$ cat src/rtl/uart_trx_param_pkg.sv
// Shared definitions for the parametrised UART: parity modes, FSM state
// encodings and the baud-tick divisor calculation.
package uart_trx_param_pkg;

  localparam int PAR_NONE = 0;
  localparam int PAR_ODD  = 1;
  localparam int PAR_EVEN = 2;

  typedef enum logic [2:0] {
    TX_IDLE,
    TX_START,
    TX_DATA,
    TX_PARITY,
    TX_STOP
  } tx_state_t;

  typedef enum logic [2:0] {
    RX_IDLE,
    RX_START,
    RX_DATA,
    RX_PARITY,
    RX_STOP
  } rx_state_t;

  // Clocks per oversample tick, never below one.
  function automatic int tick_div(input int clk_freq, input int baud_rate,
                                  input int oversample);
    int d;
    d = clk_freq / (baud_rate * oversample);
    return (d < 1) ? 1 : d;
  endfunction

endpackage

$ cat src/rtl/uart_baud_gen.sv
// Free-running divider producing a one-cycle tick every DIV clocks.
module uart_baud_gen #(
  parameter int DIV = 1
) (
  input  logic clk,
  input  logic rst,
  output logic tick
);

  localparam int CW = (DIV > 1) ? $clog2(DIV) : 1;
  localparam logic [CW-1:0] LAST = CW'(DIV - 1);

  logic [CW-1:0] cnt;

  assign tick = (cnt == LAST);

  always_ff @(posedge clk) begin
    if (rst || tick) cnt <= '0;
    else             cnt <= cnt + CW'(1);
  end

endmodule

$ cat src/rtl/uart_trx_param.sv
// Full-duplex UART: TX serialiser and oversampled RX deserialiser sharing one
// baud-tick generator, with valid/ready handshakes and internal loopback.
module uart_trx_param
  import uart_trx_param_pkg::*;
#(
  parameter int CLK_FREQ   = 50000000,
  parameter int BAUD_RATE  = 9600,
  parameter int OVERSAMPLE = 16,
  parameter int DATA_BITS  = 8,
  parameter int PARITY     = 0,
  parameter int STOP_BITS  = 1
) (
  input  logic                 clk,
  input  logic                 rst,
  input  logic [DATA_BITS-1:0] tx_data,
  input  logic                 tx_valid,
  output logic                 tx_ready,
  output logic                 tx_busy,
  output logic [DATA_BITS-1:0] rx_data,
  output logic                 rx_valid,
  input  logic                 rx_ready,
  output logic                 rx_frame_err,
  output logic                 rx_parity_err,
  output logic                 rx_overrun,
  input  logic                 loopback,
  input  logic                 Rx,
  output logic                 Tx
);

  localparam int TICK_DIV = tick_div(CLK_FREQ, BAUD_RATE, OVERSAMPLE);
  localparam int TW = (OVERSAMPLE > 1) ? $clog2(OVERSAMPLE) : 1;
  localparam logic [TW-1:0] BIT_LAST  = TW'(OVERSAMPLE - 1);
  localparam logic [TW-1:0] HALF_LAST = TW'(OVERSAMPLE / 2 - 1);
  localparam logic [3:0]    DATA_LAST = 4'(DATA_BITS - 1);
  localparam logic [3:0]    STOP_LAST = 4'(STOP_BITS - 1);
  localparam bit            HAS_PAR   = (PARITY != PAR_NONE);
  localparam logic          ODD_SEED  = (PARITY == PAR_ODD);

  logic tick;

  uart_baud_gen #(.DIV(TICK_DIV)) u_baud (
    .clk  (clk),
    .rst  (rst),
    .tick (tick)
  );

  // ---------------- transmitter ----------------
  tx_state_t            tx_state, tx_state_n;
  logic [TW-1:0]        tx_tick;
  logic [3:0]           tx_bit;
  logic [DATA_BITS-1:0] tx_shreg;
  logic                 tx_par;
  logic                 tx_line;
  logic                 tx_bit_end;

  assign tx_ready   = (tx_state == TX_IDLE);
  assign tx_busy    = ~tx_ready;
  assign tx_bit_end = tick & (tx_tick == BIT_LAST);
  assign Tx         = tx_line | loopback;

  always_comb begin
    tx_state_n = tx_state;
    tx_line    = 1'b1;
    case (tx_state)
      TX_IDLE:   if (tx_valid) tx_state_n = TX_START;
      TX_START: begin
        tx_line = 1'b0;
        if (tx_bit_end) tx_state_n = TX_DATA;
      end
      TX_DATA: begin
        tx_line = tx_shreg[0];
        if (tx_bit_end && tx_bit == DATA_LAST)
          tx_state_n = HAS_PAR ? TX_PARITY : TX_STOP;
      end
      TX_PARITY: begin
        tx_line = tx_par;
        if (tx_bit_end) tx_state_n = TX_STOP;
      end
      TX_STOP:   if (tx_bit_end && tx_bit == STOP_LAST) tx_state_n = TX_IDLE;
      default:   tx_state_n = TX_IDLE;
    endcase
  end

  // Tick and bit counters restart on every state change.
  always_ff @(posedge clk) begin
    if (rst) begin
      tx_state <= TX_IDLE;
      tx_tick  <= '0;
      tx_bit   <= '0;
    end else begin
      tx_state <= tx_state_n;
      if (tx_state_n != tx_state) begin
        tx_tick <= '0;
        tx_bit  <= '0;
      end else if (tx_bit_end) begin
        tx_tick <= '0;
        tx_bit  <= tx_bit + 4'd1;
      end else if (tick && tx_state != TX_IDLE) begin
        tx_tick <= tx_tick + TW'(1);
      end
    end
  end

  always_ff @(posedge clk) begin
    if (tx_valid && tx_ready) begin
      tx_shreg <= tx_data;
      tx_par   <= (^tx_data) ^ ODD_SEED;
    end else if (tx_state == TX_DATA && tx_bit_end) begin
      tx_shreg <= tx_shreg >> 1;
    end
  end

  // ---------------- receiver ----------------
  logic                 rx_sync_p0, rx_sync_p1, rx_prev;
  rx_state_t            rx_state, rx_state_n;
  logic [TW-1:0]        rx_tick;
  logic [3:0]           rx_bit;
  logic [DATA_BITS-1:0] rx_shreg;
  logic                 rx_par;
  logic                 rx_samp, rx_done, rx_par_bad;

  always_ff @(posedge clk) begin
    if (rst) begin
      rx_sync_p0 <= 1'b1;
      rx_sync_p1 <= 1'b1;
      rx_prev    <= 1'b1;
    end else begin
      rx_sync_p0 <= loopback ? tx_line : Rx;
      rx_sync_p1 <= rx_sync_p0;
      rx_prev    <= rx_sync_p1;
    end
  end

  // The start bit is checked at half a bit; everything after at full-bit steps.
  assign rx_samp    = tick & (rx_tick == ((rx_state == RX_START) ? HALF_LAST : BIT_LAST));
  assign rx_par_bad = HAS_PAR && (((^rx_shreg) ^ rx_par) != ODD_SEED);

  always_comb begin
    rx_state_n = rx_state;
    rx_done    = 1'b0;
    case (rx_state)
      RX_IDLE:   if (rx_prev && !rx_sync_p1) rx_state_n = RX_START;
      RX_START:  if (rx_samp) rx_state_n = rx_sync_p1 ? RX_IDLE : RX_DATA;
      RX_DATA:   if (rx_samp && rx_bit == DATA_LAST)
                   rx_state_n = HAS_PAR ? RX_PARITY : RX_STOP;
      RX_PARITY: if (rx_samp) rx_state_n = RX_STOP;
      RX_STOP: begin
        if (rx_samp) begin
          rx_state_n = RX_IDLE;
          rx_done    = 1'b1;
        end
      end
      default:   rx_state_n = RX_IDLE;
    endcase
  end

  always_ff @(posedge clk) begin
    if (rst) begin
      rx_state <= RX_IDLE;
      rx_tick  <= '0;
      rx_bit   <= '0;
    end else begin
      rx_state <= rx_state_n;
      if (rx_state_n != rx_state) begin
        rx_tick <= '0;
        rx_bit  <= '0;
      end else if (rx_samp) begin
        rx_tick <= '0;
        rx_bit  <= rx_bit + 4'd1;
      end else if (tick && rx_state != RX_IDLE) begin
        rx_tick <= rx_tick + TW'(1);
      end
    end
  end

  always_ff @(posedge clk) begin
    if (rx_state == RX_DATA && rx_samp)
      rx_shreg <= {rx_sync_p1, rx_shreg[DATA_BITS-1:1]};
    if (rx_state == RX_PARITY && rx_samp)
      rx_par <= rx_sync_p1;
  end

  // A handshake in the same cycle as frame end lets the new frame replace the old one.
  always_ff @(posedge clk) begin
    if (rst) begin
      rx_valid      <= 1'b0;
      rx_data       <= '0;
      rx_frame_err  <= 1'b0;
      rx_parity_err <= 1'b0;
      rx_overrun    <= 1'b0;
    end else begin
      if (rx_valid && rx_ready) begin
        rx_valid   <= 1'b0;
        rx_overrun <= 1'b0;
      end
      if (rx_done) begin
        if (!rx_valid || rx_ready) begin
          rx_valid      <= 1'b1;
          rx_data       <= rx_shreg;
          rx_frame_err  <= ~rx_sync_p1;
          rx_parity_err <= rx_par_bad;
        end else begin
          rx_overrun <= 1'b1;
        end
      end
    end
  end

endmodule

$ cat config.mk
export PLATFORM = sky130hd
export DESIGN_NAME = uart_trx_param
export DESIGN_NICKNAME = d
export VERILOG_FILES = /design/src/rtl/uart_trx_param_pkg.sv /design/src/rtl/uart_baud_gen.sv /design/src/rtl/uart_trx_param.sv
export SDC_FILE = /design/constraint.sdc
export NUM_CORES = 1
export LEC_CHECK = 0
export ABC_CLOCK_PERIOD_IN_PS = 3200
export CAP_MARGIN = 0
export CORE_MARGIN = 2
export CORE_UTILIZATION = 50
export CTS_CLUSTER_SIZE = 14
export DETAILED_ROUTE_END_ITERATION = 7
export GPL_TIMING_DRIVEN = 0
export PLACE_DENSITY = 0.77
export REMOVE_ABC_BUFFERS = 1
export SLEW_MARGIN = 40
export SYNTH_ARGS = -nofsm -noshare
export SYNTH_HDL_FRONTEND = slang
export SYNTH_HIERARCHICAL = 1
export SYNTH_SLANG_ARGS = --single-unit
$ cat constraint.sdc
create_clock -name clk -period 3.2 [get_ports clk]
set_clock_uncertainty 0.15 [all_clocks]
set_input_delay 0.48 -clock clk [delete_from_list [all_inputs] [get_ports clk]]
set_output_delay 0.48 -clock clk [all_outputs]
set_load 0.05 [all_outputs]
=== After elaboration in Yosys (flattened, before gate mapping) ===
Index checks and enable logic that the tools add are counted.

* Logic and storage cells: 94
* Memories kept: 0
* Bits in registers: 62
* Bits in latches: 0
* RAM bits: 0
* Memory bits (read-only): 0

* Order comparisons: 0
* Bitwise operators: 5
* Shift-type cells: 0
* Divide/modulo/power cells: 0
* Multiplexer cells: 26
* Reductions and logical operators: 26
* Multipliers: 0
* Eq/ne operators: 15
* Add/subtract/negate cells: 5

{| class="wikitable"
|+ Operator list
! cell !! number
|-
| $mux 3 || 10
|-
| $pmux 3 s5 || 2
|-
| $add 4x1->4 const B || 4
|-
| $mux 8 || 2
|-
| $eq 3x2->1 const B || 4
|-
| $logic_and 1x1->1 || 10
|-
| $add 9x1->9 const B || 1
|-
| $eq 9x9->1 const B || 1
|-
| $mux 1 || 9
|-
| $eq 4x3->1 const B || 2
|-
| $reduce_xor 8->1 || 1
|-
| $eq 3x1->1 const B || 2
|-
| $eq 3x3->1 const B || 2
|-
| $logic_not 3->1 || 2
|-
| $ne 3x3->1 || 2
|-
| $reduce_bool 3->1 || 2
|-
| $reduce_or 3->1 || 2
|-
| $eq 4x4->1 || 1
|-
| $eq 4x4->1 const B || 1
|-
| $logic_not 4->1 || 1
|-
| $mux 4 || 1
|-
| $reduce_or 2->1 || 2
|-
| $pmux 1 s3 || 1
|-
| $and 1x1->1 || 2
|-
| other kinds (7) || 10
|}

=== Longest topological paths before layout ===
* Depth after elaboration: 9
* Gate-level depth with buffers: 10
* Gate-level depth less buffers: 8

=== Modules after synthesis ===
The synthesis kept the hierarchy.

{| class="wikitable"
|+ Modules (own cells, without submodules)
! module !! instances !! seq. area each (µm²) !! area an instance (µm²) !! cells an instance
|-
| uart_trx_param || 1 || 1231.2 || 2429.8 || 234
|-
| uart_baud_gen || 1 || 180.2 || 440.4 || 48
|}

=== Worst setup path before layout ===
No wires, ideal clock.

* Kind: register -> register
* Start point: reg u_baud.cnt[0]
* End point: reg rx_shreg[0] (enable)
* Library setup time: 0.398 ns
* Stages on the path, launching flop included: 8
* Clock period less this slack: 2.885 ns
* Data arrival time: 2.337 ns
* Path buffers: 1
* Path slack: 0.315 ns
* Path through: dfxtp_1 inv_1 ha_1 nand4bb_4 nor4_1 buf_2 nand4_1 nor4b_1

* Longest elaborated chain between the ends: 3

{| class="wikitable"
|+ RTL lines
! what !! line !! text
|-
| from (decl) || uart_baud_gen.sv:13 || <nowiki>logic [CW-1:0] cnt;</nowiki>
|-
| from (signal assigned) || uart_baud_gen.sv:19 || <nowiki>else cnt <= cnt + CW'(1);</nowiki>
|-
| $eq 9x9->1 || uart_baud_gen.sv:15 || <nowiki>assign tick = (cnt == LAST);</nowiki>
|-
| net tick || uart_trx_param.sv:39 || <nowiki>logic tick;</nowiki>
|-
| $and 1x1->1 || uart_trx_param.sv:135 || <nowiki>assign rx_samp = tick & (rx_tick == ((rx_state == RX_START) ? HALF_LAST : BIT_LAST));</nowiki>
|-
| $logic_and 1x1->1 || uart_trx_param.sv:177 || <nowiki>if (rx_state == RX_DATA && rx_samp)</nowiki>
|-
| to (signal assigned) || uart_trx_param.sv:178 || <nowiki>rx_shreg <= {rx_sync_p1, rx_shreg[DATA_BITS-1:1]};</nowiki>
|-
| to (decl) || uart_trx_param.sv:118 || <nowiki>logic [DATA_BITS-1:0] rx_shreg;</nowiki>
|}

The timed path passes the listed nets, and every way through them passes these cells.
A chain may end at the register's enable or synchronous reset.

=== Final worst setup path ===
* Start point: reg u_baud.cnt[0]
* End point: reg rx_shreg[2] (enable)

The elaborated chain is that of the path after synthesis.

==> results.yml <==
placed_design:
  gp_congestion: 0.813
  hpwl_mm: 3.55
  port_buffers: 27
  post-place-cells: 368
  post-place-ws_ns: -0.0662
global_route:
  grt_max_degree: 24
  grt_use_total: 0.177
  grt_pass1_wl_mm: 8.73
  grt_pass1_vias: 2031
  antenna_found_initial: 0
  grt.overflow.total: 0
synth:
  synthTopCellsByArea: "dfxtp_1, edfxtp_1, mux2i_1"
  ys_types: 56
  synth-edff-count: 17
  ys_top_cells_by_count: "dfxtp_1, nor2_1, edfxtp_1"
  synthXorXnorAreaFrac: 0.0580
  synth-async-reset-ratio: 0
  synth_top_family_by_area: "simple AND/OR/NAND/NOR gates"
  ys_ff_latch: 62
  netlist_instances: 282
  syn_area_sq_mm: 0.00287
  yosysMostFrequentCell: "dfxtp_1"
  muxShareOfSynthArea: 0.0745
  yosys.area_share.adder: 0.0305
  synth_ff_type: "dfxtp_1"
  seq_area_frac_synth: 0.492
  yosys.area.top_type: "dfxtp_1"
  synth_top_area_share: 0.314
  syn_avg_cell_area_sq_um: 10.2
  synth-simple-area-share: 0.192
  synth_compound_gate_area_share: 0.108
  ys_warn_count: 6
detailed_routing:
  first_pass_iters: 4
  routed_via_density: 5.59
  wire_per_inst_microns: 13.3
  final_antenna_net_count: 0
  wirelength_mm: 5.12
  vias: 2151
  drtIter0Drc: 75
  drcViolationCount: 0
final_layout:
  num-nets-final: 329
  n_antenna_cell: 0
  syn_to_final_growth_pct: 18.4
  stdcell_count: 385
  drive_gt1_frac: 0.125
timing:
  maxSlewHeadroom: 0.593
  max_freq_mhz: 343
  final_hold_viol_count: 0
  setup_ws_ns: 0.281
  tightest_slew_ns: 0.608
  fin_crit_sh: 0.912
  final.min_clock_period_ns: 2.92
  tns_ns: 0
  finalSetupViolCount: 0
  rsz0062_at_grt: "no"
  maxSlewViolCount: 0
floorplanning:
  die_h_microns: 79.8
  ios: 29
  row_count: 27
  die_w_microns: 79.8
  dieArea_sq_mm: 0.00636
  core_area_sq_mm: 0.00554
  initial_utilization: 0.518
critical_path:
  cp_slowest_cell: "nor4b_2"
  r2r_slack_ns: 0.28
  cp_top_family: "simple AND/OR/NAND/NOR gates"
  worstPathRequired_ns: 3.09
  cp-start-kind: "register"
  cp.depth: 7
  endpoint_kind: "register"
  crit_buf_inv: 2
  crit_path_end: "rx_shreg[2]"
  crit_path_cell_trace: "inv_1 -> ha_1 -> nand4bb_4 -> nor4_4 -> nand4_1 -> nor4b_2 -> buf_2"
  r2r-end: "rx_shreg[2]"
  worstReg2RegStart: "u_baud/cnt[0]"
  crit_start: "u_baud/cnt[0]"
  path_class: "register to register"
  cpPeakStageDelay_ns: 0.59
  reg2reg_depth: 7
  worst_ep_arrival_time_ns: 2.81
  path_max_fanout: 11
power:
  powerDensity_mw_per_mm2: 482
  p_leak_uw: 0.00121
  vdd_ir_drop_max_mv: 0.331
  total_power_uw: 1640
clocking:
  cts_root_buffer: "clkbuf_8"
  cts_tree: "yes"
  clk_path_buf_depth: 2
  clock-sinks: 62
  cts.hold.buffers_added: 0
  cts.clk_slew.worst_paths_ns: 0.06
  clkLatencyLatePin_ns: 0.34
  cts_buffers: 9
  htreeDepth: 3
run_status:
  status: "complete, no violations"
worst_hold_path:
  hold_path.class: "register to register"
  holdPathStages: 1
job:
  cap_violations: 0
[what timing repair did]
item / CTS / global route
setup endpoints to repair: 2 / 1
setup buffers: 0 / 1
gates resized for setup: 1 / 0
[through the flow]
| step | instance area [sq um] | hold slack (ns) | utilization |
|---|---|---|---|
| after global placement | 3150 | 0.243 | 0.569 |
| after CTS | 3400 | 0.281 | 0.613 |
| after detailed placement | 3190 | 0.262 | 0.575 |
| after global routing | 3400 | 0.303 | 0.613 |
| after floorplan | 2790 | 0.239 | - |
| final | 3400 | 0.280 | 0.613 |
[flip-flops by register name, indices dropped and copies added (netlist names), 3 cells and up]
name        flops
tx_bit          4
tx_state        3
rx_bit          4
tx_tick         4
tx_shreg        8
rx_tick         4
rx_state        3
u_baud/cnt      9
rx_data         8
rx_shreg        8
[worst min-delay path by stage]
stage               start  slack (ns)          to
3_5_place_dp   rx_sync_p0        0.26  rx_sync_p1
3_3_place_gp   rx_sync_p0        0.24  rx_sync_p1
4_1_cts        rx_sync_p0        0.28  rx_sync_p1
6_report       rx_sync_p0        0.28  rx_sync_p1
5_1_grt        rx_sync_p0        0.30  rx_sync_p1
2_1_floorplan  rx_sync_p0        0.24  rx_sync_p1
[power breakdown]
group	switching [uW]	total, uW	internal [uW]
Clock	285	683	398
Sequential	14.9	842	827
Combinational	58.8	114	55.6
[layout by cell type, fill, tap and decap left out, types with 6 or more instances in the layout]
cell type and n:
mux2_2 8, clkbuf_8 11, nor3_1 6, mux2i_1 11, a21oi_1 14, edfxtp_1 17
nand2_1 16, xor2_1 8, or3_1 6, o21ai_0 8, clkdlybuf4s50_1 26, dfxtp_1 45
ha_1 7, xnor2_1 11, inv_1 13, nor2_1 27, nand3_1 14
[cell type report]
cell class                 count  area [sq um]
sequential                    62          1410
fill                         472          2140
clock inverter                 4          45.0
multi-input combinational    192          1370
timing repair buffer          30           283
tap                           72          90.1
clock buffer                  12           155
inverter                      13          48.8
[per-layer routing]
layer  share of wire  track usage
met3           0.052       0.0735
met4          0.0074       0.0559
met2            0.50        0.301
met1            0.44        0.203
met5               0            0
[cells by family after synthesis]
kind of cell | count (synthesis)
AND/OR/NAND/NOR | 99
flip-flops | 62
AO/OA/AOI/OAI | 46
buffers and inverters | 28
multiplexers | 20
XOR/XNOR | 19
adder cells (fa/ha/maj) | 7
other | 1
No activity file was read; power rests on OpenSTA's default activity.
